--- config.mk ---
export PLATFORM = sky130hd
export DESIGN_NAME = jtag_tap_os
export DESIGN_NICKNAME = d
export VERILOG_FILES = /design/src/rtl/jtag_tap_pkg.sv /design/src/rtl/jtag_tap_os_if.sv /design/src/rtl/jtag_tap_sync.sv /design/src/rtl/jtag_tap_os.sv
export SDC_FILE = /design/constraint.sdc
export NUM_CORES = 1
export LEC_CHECK = 0
export ABC_AREA = 1
export BUFFER_PORTS_ARGS = -buffer_cell sky130_fd_sc_hd__buf_4
export CAP_MARGIN = 20
export CORE_ASPECT_RATIO = 1.1
export CORE_MARGIN = 2
export CORE_UTILIZATION = 45
export CTS_BUF_LIST = sky130_fd_sc_hd__clkbuf_2 sky130_fd_sc_hd__clkbuf_4 sky130_fd_sc_hd__clkbuf_8
export CTS_CLUSTER_DIAMETER = 60
export DETAILED_ROUTE_END_ITERATION = 6
export SYNTH_ARGS = -nofsm -noshare
export SYNTH_HDL_FRONTEND = slang
export SYNTH_SLANG_ARGS = --single-unit
export TNS_END_PERCENT = 30
--- constraint.sdc ---
create_clock -name sys_clock -period 2.2 [get_ports sys_clock]
set_input_delay 0.22 -clock sys_clock [delete_from_list [all_inputs] [get_ports sys_clock]]
set_output_delay 0.22 -clock sys_clock [all_outputs]
set_load 0.01 [all_outputs]
--- src/rtl/jtag_tap_pkg.sv ---
// Shared TAP definitions: state enum, instruction codes, DR select, next-state rule.
// Latency: n/a (types and a pure function only).
// Backpressure: n/a. Build macro JTAG_TAP_IDCODE_EN decides the reset instruction.
package jtag_tap_pkg;

  typedef enum logic [3:0] {
    TAP_TLR    = 4'h0,
    TAP_RTI    = 4'h1,
    TAP_SEL_DR = 4'h2,
    TAP_CAP_DR = 4'h3,
    TAP_SH_DR  = 4'h4,
    TAP_EX1_DR = 4'h5,
    TAP_PA_DR  = 4'h6,
    TAP_EX2_DR = 4'h7,
    TAP_UPD_DR = 4'h8,
    TAP_SEL_IR = 4'h9,
    TAP_CAP_IR = 4'hA,
    TAP_SH_IR  = 4'hB,
    TAP_EX1_IR = 4'hC,
    TAP_PA_IR  = 4'hD,
    TAP_EX2_IR = 4'hE,
    TAP_UPD_IR = 4'hF
  } tap_state_e;

  typedef enum logic [1:0] {
    DR_BYPASS = 2'd0,
    DR_IDCODE = 2'd1,
    DR_DEBUG  = 2'd2
  } dr_sel_e;

  localparam logic [3:0] INSTR_EXTEST = 4'h0;
  localparam logic [3:0] INSTR_SAMPLE = 4'h1;
  localparam logic [3:0] INSTR_IDCODE = 4'h2;
  localparam logic [3:0] INSTR_DEBUG  = 4'h8;
  localparam logic [3:0] INSTR_BYPASS = 4'hF;

  // IEEE 1149.1 transition rule for one TCK rising edge.
  function automatic tap_state_e tap_next(input tap_state_e s, input logic tms);
    case (s)
      TAP_TLR:    return tms ? TAP_TLR    : TAP_RTI;
      TAP_RTI:    return tms ? TAP_SEL_DR : TAP_RTI;
      TAP_SEL_DR: return tms ? TAP_SEL_IR : TAP_CAP_DR;
      TAP_CAP_DR: return tms ? TAP_EX1_DR : TAP_SH_DR;
      TAP_SH_DR:  return tms ? TAP_EX1_DR : TAP_SH_DR;
      TAP_EX1_DR: return tms ? TAP_UPD_DR : TAP_PA_DR;
      TAP_PA_DR:  return tms ? TAP_EX2_DR : TAP_PA_DR;
      TAP_EX2_DR: return tms ? TAP_UPD_DR : TAP_SH_DR;
      TAP_UPD_DR: return tms ? TAP_SEL_DR : TAP_RTI;
      TAP_SEL_IR: return tms ? TAP_TLR    : TAP_CAP_IR;
      TAP_CAP_IR: return tms ? TAP_EX1_IR : TAP_SH_IR;
      TAP_SH_IR:  return tms ? TAP_EX1_IR : TAP_SH_IR;
      TAP_EX1_IR: return tms ? TAP_UPD_IR : TAP_PA_IR;
      TAP_PA_IR:  return tms ? TAP_EX2_IR : TAP_PA_IR;
      TAP_EX2_IR: return tms ? TAP_UPD_IR : TAP_SH_IR;
      TAP_UPD_IR: return tms ? TAP_SEL_DR : TAP_RTI;
      default:    return TAP_TLR;
    endcase
  endfunction

endpackage

--- src/rtl/jtag_tap_os_if.sv ---
// Synchronized pad view: TCK edge strobes plus TMS/TDI aligned to them.
// Latency: carries whatever the synchronizer produces, no extra stage.
// Backpressure: none, events are single-cycle strobes.
interface jtag_tap_os_if;
  logic tck_rise;
  logic tck_fall;
  logic tms;
  logic tdi;

  modport master (output tck_rise, output tck_fall, output tms, output tdi);
  modport slave  (input  tck_rise, input  tck_fall, input  tms, input  tdi);
endinterface

--- src/rtl/jtag_tap_sync.sv ---
// Pad synchronizer for TCK/TMS/TDI plus TCK rise/fall edge detection.
// Latency: SYNC_STAGES sys_clock cycles from pad change to strobe.
// Backpressure: none; TCK phases shorter than SYNC_STAGES+1 cycles are unsupported.
module jtag_tap_sync #(
  parameter int SYNC_STAGES = 2
) (
  input  logic          sys_clock,
  input  logic          sys_reset_n,
  input  logic          tck_pad_i,
  input  logic          tms_pad_i,
  input  logic          tdi_pad_i,
  jtag_tap_os_if.master sync_if
);

  logic [SYNC_STAGES-1:0] r_tck_sh;
  logic [SYNC_STAGES-1:0] r_tms_sh;
  logic [SYNC_STAGES-1:0] r_tdi_sh;
  logic                   r_tck_prev;

  // Shift all three pads through the same depth so TMS/TDI stay aligned to TCK.
  always_ff @(posedge sys_clock or negedge sys_reset_n) begin
    if (!sys_reset_n) begin
      r_tck_sh   <= '0;
      r_tms_sh   <= '0;
      r_tdi_sh   <= '0;
      r_tck_prev <= 1'b0;
    end else begin
      r_tck_sh   <= {r_tck_sh[SYNC_STAGES-2:0], tck_pad_i};
      r_tms_sh   <= {r_tms_sh[SYNC_STAGES-2:0], tms_pad_i};
      r_tdi_sh   <= {r_tdi_sh[SYNC_STAGES-2:0], tdi_pad_i};
      r_tck_prev <= r_tck_sh[SYNC_STAGES-1];
    end
  end

  assign sync_if.tck_rise = r_tck_sh[SYNC_STAGES-1] & ~r_tck_prev;
  assign sync_if.tck_fall = ~r_tck_sh[SYNC_STAGES-1] & r_tck_prev;
  assign sync_if.tms      = r_tms_sh[SYNC_STAGES-1];
  assign sync_if.tdi      = r_tdi_sh[SYNC_STAGES-1];

endmodule

--- src/rtl/jtag_tap_os.sv ---
// Oversampled JTAG TAP: FSM, IR, bypass/IDCODE/debug DR select, TDO driven on TCK fall.
// Latency: state/shift on the cycle of a detected rise; levels visible the next cycle.
// Backpressure: none. Macro JTAG_TAP_IDCODE_EN adds the IDCODE register and instruction.
module jtag_tap_os
  import jtag_tap_pkg::*;
#(
  parameter int          IR_WIDTH     = 4,
  parameter logic [31:0] IDCODE_VALUE = 32'h149511C3,
  parameter int          SYNC_STAGES  = 2
) (
  input  logic sys_clock,
  input  logic sys_reset_n,
  input  logic tck_pad_i,
  input  logic tms_pad_i,
  input  logic tdi_pad_i,
  output logic tdo_pad_o,
  output logic tdo_oe_o,
  output logic tck_rise_o,
  output logic tdi_o,
  output logic capture_dr_o,
  output logic shift_dr_o,
  output logic pause_dr_o,
  output logic update_dr_o,
  output logic debug_select_o,
  input  logic debug_tdo_i
);

  // Capture-IR pattern: LSBs 01 so a broken scan chain is visible at the host.
  localparam logic [IR_WIDTH-1:0] IR_CAPTURE = IR_WIDTH'(4'b0101);
`ifdef JTAG_TAP_IDCODE_EN
  localparam logic [IR_WIDTH-1:0] IR_RESET = IR_WIDTH'(INSTR_IDCODE);
`else
  localparam logic [IR_WIDTH-1:0] IR_RESET = IR_WIDTH'(INSTR_BYPASS);
`endif

  jtag_tap_os_if w_pad_if ();

  jtag_tap_sync #(
    .SYNC_STAGES (SYNC_STAGES)
  ) u_sync (
    .sys_clock   (sys_clock),
    .sys_reset_n (sys_reset_n),
    .tck_pad_i   (tck_pad_i),
    .tms_pad_i   (tms_pad_i),
    .tdi_pad_i   (tdi_pad_i),
    .sync_if     (w_pad_if)
  );

  tap_state_e          r_state;
  logic [IR_WIDTH-1:0] r_ir;
  logic [IR_WIDTH-1:0] r_ir_sh;
  logic                r_bypass;
  logic                r_tdo;
  logic                r_tdo_oe;
  dr_sel_e             w_dr_sel;
  logic                w_dr_lsb;
`ifdef JTAG_TAP_IDCODE_EN
  logic [31:0]         r_id_sh;
`else
  logic                w_unused_idcode;
  assign w_unused_idcode = ^IDCODE_VALUE;
`endif

  // TAP state advances only on a detected TCK rise, using the aligned TMS.
  always_ff @(posedge sys_clock or negedge sys_reset_n) begin
    if (!sys_reset_n) begin
      r_state <= TAP_TLR;
    end else if (w_pad_if.tck_rise) begin
      r_state <= tap_next(r_state, w_pad_if.tms);
    end
  end

  // Instruction path: capture/shift on rise, update on fall, forced while in Test-Logic-Reset.
  always_ff @(posedge sys_clock or negedge sys_reset_n) begin
    if (!sys_reset_n) begin
      r_ir    <= IR_RESET;
      r_ir_sh <= '0;
    end else begin
      if (r_state == TAP_TLR) begin
        r_ir <= IR_RESET;
      end else if (w_pad_if.tck_fall && (r_state == TAP_UPD_IR)) begin
        r_ir <= r_ir_sh;
      end
      if (w_pad_if.tck_rise) begin
        case (r_state)
          TAP_CAP_IR: r_ir_sh <= IR_CAPTURE;
          TAP_SH_IR:  r_ir_sh <= {w_pad_if.tdi, r_ir_sh[IR_WIDTH-1:1]};
          default:    ;
        endcase
      end
    end
  end

  // Decode the IR into a DR selection; unknown codes fall back to bypass.
  always_comb begin
    w_dr_sel = DR_BYPASS;
    case (r_ir)
      IR_WIDTH'(INSTR_EXTEST),
      IR_WIDTH'(INSTR_SAMPLE),
      IR_WIDTH'(INSTR_BYPASS): w_dr_sel = DR_BYPASS;
      IR_WIDTH'(INSTR_DEBUG):  w_dr_sel = DR_DEBUG;
`ifdef JTAG_TAP_IDCODE_EN
      IR_WIDTH'(INSTR_IDCODE): w_dr_sel = DR_IDCODE;
`else
      IR_WIDTH'(INSTR_IDCODE): w_dr_sel = DR_BYPASS;
`endif
      default:                 w_dr_sel = DR_BYPASS;
    endcase
  end

  // Bypass bit: captures 0, then a one-bit delay line while selected.
  always_ff @(posedge sys_clock or negedge sys_reset_n) begin
    if (!sys_reset_n) begin
      r_bypass <= 1'b0;
    end else if (w_pad_if.tck_rise) begin
      if (r_state == TAP_CAP_DR) begin
        r_bypass <= 1'b0;
      end else if ((r_state == TAP_SH_DR) && (w_dr_sel == DR_BYPASS)) begin
        r_bypass <= w_pad_if.tdi;
      end
    end
  end

`ifdef JTAG_TAP_IDCODE_EN
  // ID register: loads the device ID on capture, shifts LSB-first while selected.
  always_ff @(posedge sys_clock or negedge sys_reset_n) begin
    if (!sys_reset_n) begin
      r_id_sh <= '0;
    end else if (w_pad_if.tck_rise) begin
      if (r_state == TAP_CAP_DR) begin
        r_id_sh <= IDCODE_VALUE;
      end else if ((r_state == TAP_SH_DR) && (w_dr_sel == DR_IDCODE)) begin
        r_id_sh <= {w_pad_if.tdi, r_id_sh[31:1]};
      end
    end
  end
`endif

  // Serial bit the selected DR presents to TDO.
  always_comb begin
    w_dr_lsb = r_bypass;
    case (w_dr_sel)
      DR_DEBUG:  w_dr_lsb = debug_tdo_i;
`ifdef JTAG_TAP_IDCODE_EN
      DR_IDCODE: w_dr_lsb = r_id_sh[0];
`endif
      default:   w_dr_lsb = r_bypass;
    endcase
  end

  // TDO and its enable change only on TCK fall, so the host samples a stable bit on rise.
  always_ff @(posedge sys_clock or negedge sys_reset_n) begin
    if (!sys_reset_n) begin
      r_tdo    <= 1'b0;
      r_tdo_oe <= 1'b0;
    end else if (w_pad_if.tck_fall) begin
      r_tdo_oe <= (r_state == TAP_SH_IR) || (r_state == TAP_SH_DR);
      case (r_state)
        TAP_SH_IR: r_tdo <= r_ir_sh[0];
        TAP_SH_DR: r_tdo <= w_dr_lsb;
        TAP_TLR:   r_tdo <= 1'b0;
        default:   ;
      endcase
    end
  end

  assign tdo_pad_o      = r_tdo;
  assign tdo_oe_o       = r_tdo_oe;
  assign tck_rise_o     = w_pad_if.tck_rise;
  assign tdi_o          = w_pad_if.tdi;
  assign capture_dr_o   = (r_state == TAP_CAP_DR);
  assign shift_dr_o     = (r_state == TAP_SH_DR);
  assign pause_dr_o     = (r_state == TAP_PA_DR);
  assign update_dr_o    = (r_state == TAP_UPD_DR);
  assign debug_select_o = (w_dr_sel == DR_DEBUG);

endmodule

==> impl_metrics.tcl <==
set metrics [dict create \
    outcome "finished, final reports clean" \
    p_seq_share_pct 42.4 \
    htreeDepth 1 \
    area_growth_pct 17.80 \
    drtPass1Iterations 4 \
    layout-drive-gt1-share_pct 17.49 \
    cts_resized 0 \
    port_buffers 14 \
    final_cell_mix "51 x nand2_1, 26 x inv_1, 22 x nor2_1" \
    use_met2_pct 29.46 \
    grt_util_met1_pct 26.57 \
    setup_viol 0 \
    clock_sinks 22 \
    arrival_ps 1400 \
    synth_top_cell_by_area "dfrtp_1" \
    ys_seq_elements 22 \
    grt_max_degree 23 \
    wire_per_inst_um 11.26 \
    routed_wirelength_um 2409 \
    path_class "flop to output port" \
    period_needed_ps 1616 \
    hold_slack_ps 312.0 \
    p_sw_share_pct 40.53 \
    syn_area_per_cell_um2 7.245 \
    power.total_mw 1.390 \
    synth_top_area_share_pct 38.38 \
    cpPeakStageDelay_ps 470 \
    maxCapViolCount 0 \
    die-area_um2 3033 \
    cp-end-kind "output port" \
    rsz0062_at_grt "no" \
    setup_tns_ps 0 \
    ios 15 \
    drtIter0Drc 38 \
    irDropWorstVdd_mv 0.5835 \
    cts_tree "built" \
    overflow 0 \
    start_util_pct 47.02 \
    final_common_cell "nand2_1" \
    fmax_mhz 619.0 \
    path_cells "nor2_1, nand2_1, inv_1, buf_4" \
    cts_made_buffers 3 \
    core_um2 2496 \
    p_sw_mw 0.5635 \
    intPower_mw 0.8267 \
    tightest_slew_ps 405.6 \
    critPathLaunchType "flop" \
    drcViolationCount 0 \
    path_delay_family "flip-flops" \
    antenna_found_initial 0 \
    crit_path_top_delay_cell "dfrtp_1" \
    leakagePower_nw 0.7733 \
    path_clk_slew_ps 120 \
    antenna_left 0 \
    vias 1053 \
    seq_area_frac_synth_pct 47.33 \
    drv_slew 0 \
    ys_warn_count 0 \
    vias_per_cell 4.921 \
    antennaDiodeCount 0 \
    clockRootBuffer "clkbuf_4" \
    synthTopCellsByArea "dfrtp_1 38%, nand2_1 16%, dfstp_2 9.0%" \
    grt.busiest_layer "met2" \
    place_congestion 0.9323 \
    clock_path_buffers 2 \
    clock_skew_ps 3.275 \
    die_h_um 57.56 \
    nets 190 \
    p_per_area_nw_per_um2 1005 \
    clkPwrFrac_pct 16.3 \
    grt_pass1_vias 993 \
    place_hpwl_um 1808 \
    hold_viol_final 0 \
    syn_nets 168 \
    critical_path.max_fanout 7 \
    maxSlewHeadroom_pct 72.93 \
    crit_buf_inv 2 \
    syn_inst 162 \
    synth_cell_types 19 \
    syn_area_um2 1174 \
    track_usage_pct 19.35 \
    period_share_pct 73.44 \
    std_cell_rows 19 \
    clock_latency_ps 310 \
    grt_util_met3_pct 3.665 \
    min_path_type "primary input to async pin" \
    cp.required_ps 1980 \
    die_x_um 52.69 \
    grt_pass1_wl_um 4326 \
    combPwrFrac_pct 41.3 \
]
## kinds of logic (layout without fill, tap and decap cells)
| kind of cell | Yosys count | count (layout) | synth area share (%) |
|---|---|---|---|
| and+or+nand+nor | 92 | 92 | 33.69 |
| AOI/OAI and AO/OA | 20 | 20 | 9.382 |
| buffers and inverters | 28 | 49 | 9.594 |
| DFF | 22 | 22 | 47.33 |
## final timing paths
path                                     from                 end  slack, ps  cells past startpoint
setup reg to reg                   r_state[3]          r_state[0]        840                      7
hold / removal                    sys_reset_n           tdo_pad_o        310                      2
min in group sys_clock            debug_tdo_i           tdo_pad_o        320                      6
setup / recovery                   r_state[3]        capture_dr_o        580                      4
hold reg to reg            u_sync.r_tdi_sh[0]  u_sync.r_tdi_sh[1]        360                      0
max in group asynchronous         sys_reset_n             r_ir[1]       1610                      2
## cell usage after synthesis, drive strengths merged
master / instances
inv: 27
a22oi: 1
buf: 1
o21ai: 13
nor2: 27
dfrtp: 18
and2: 1
nand3: 10
nand2: 54
o21bai: 1
o22ai: 1
a21oi: 4
dfstp: 4
## layer usage
metal  share of wire (%)  vias up
met5                   0        -
met4                 1.6        0
met3                 5.4        5
met2                  47       29
met1                  46      479
li1                    -      540
## cell type report
class,count,area [µm²]
Fill cell,249,1114
Clock buffer,4,36.28
Tap cell,31,38.79
Sequential cell,22,555.5
Multi-Input combinational cell,112,505.5
Timing Repair Buffer,18,145.1
Inverter,27,101.3
## power groups by stage
stage | clock network [mW] | logic [mW] | registers (mW)
5_1_grt | 0.253 | 0.672 | 0.606
4_1_cts | 0.233 | 0.577 | 0.590
2_1_floorplan | 0 | 0.443 | 0.575
3_5_place_dp | 0 | 0.570 | 0.598
6_report | 0.226 | 0.574 | 0.590
3_3_place_gp | 0 | 0.565 | 0.599
## timing repair
action,4_1_cts,5_1_grt
hold endpoints to repair,19,2
endpoints found under the setup margin,0,0
buffers inserted,0,0
hold buffers,2,2
## worst register-to-register path, stage by stage, from the launching register on
cell	delay, ps
dfrtp_1	470
nor2_1	260
inv_1	150
nor2_1	160
nor2_1	50
nand3_1	70
nand2_1	50
nand3_1	80
## sequential cells by signal, indices dropped and copies added, names as in the netlist
register,flops
r_ir_sh,4
tdo_pad_o,1
u_sync.r_tms_sh,2
u_sync.r_tdi_sh,2
u_sync.r_tck_sh,2
u_sync.r_tck_prev,1
tdo_oe_o,1
r_state,4
r_bypass,1
r_ir,4
## per-stage QoR
| stage | utilization [%] | area [µm²] | setup slack, ps | cells |
|---|---|---|---|---|
| final | 55.39 | 1383 | 584.4 | 214 |
| after global routing | 55.39 | 1383 | 465.2 | 214 |
| after floorplan | - | 1174 | 944.3 | 162 |
| after detailed placement | 52.33 | 1306 | 865.6 | 206 |
| after global placement | 52.33 | 1306 | 859.2 | 206 |
| after CTS | 54.59 | 1363 | 574.9 | 212 |
Note: power is estimated with default switching activity, not from simulation.
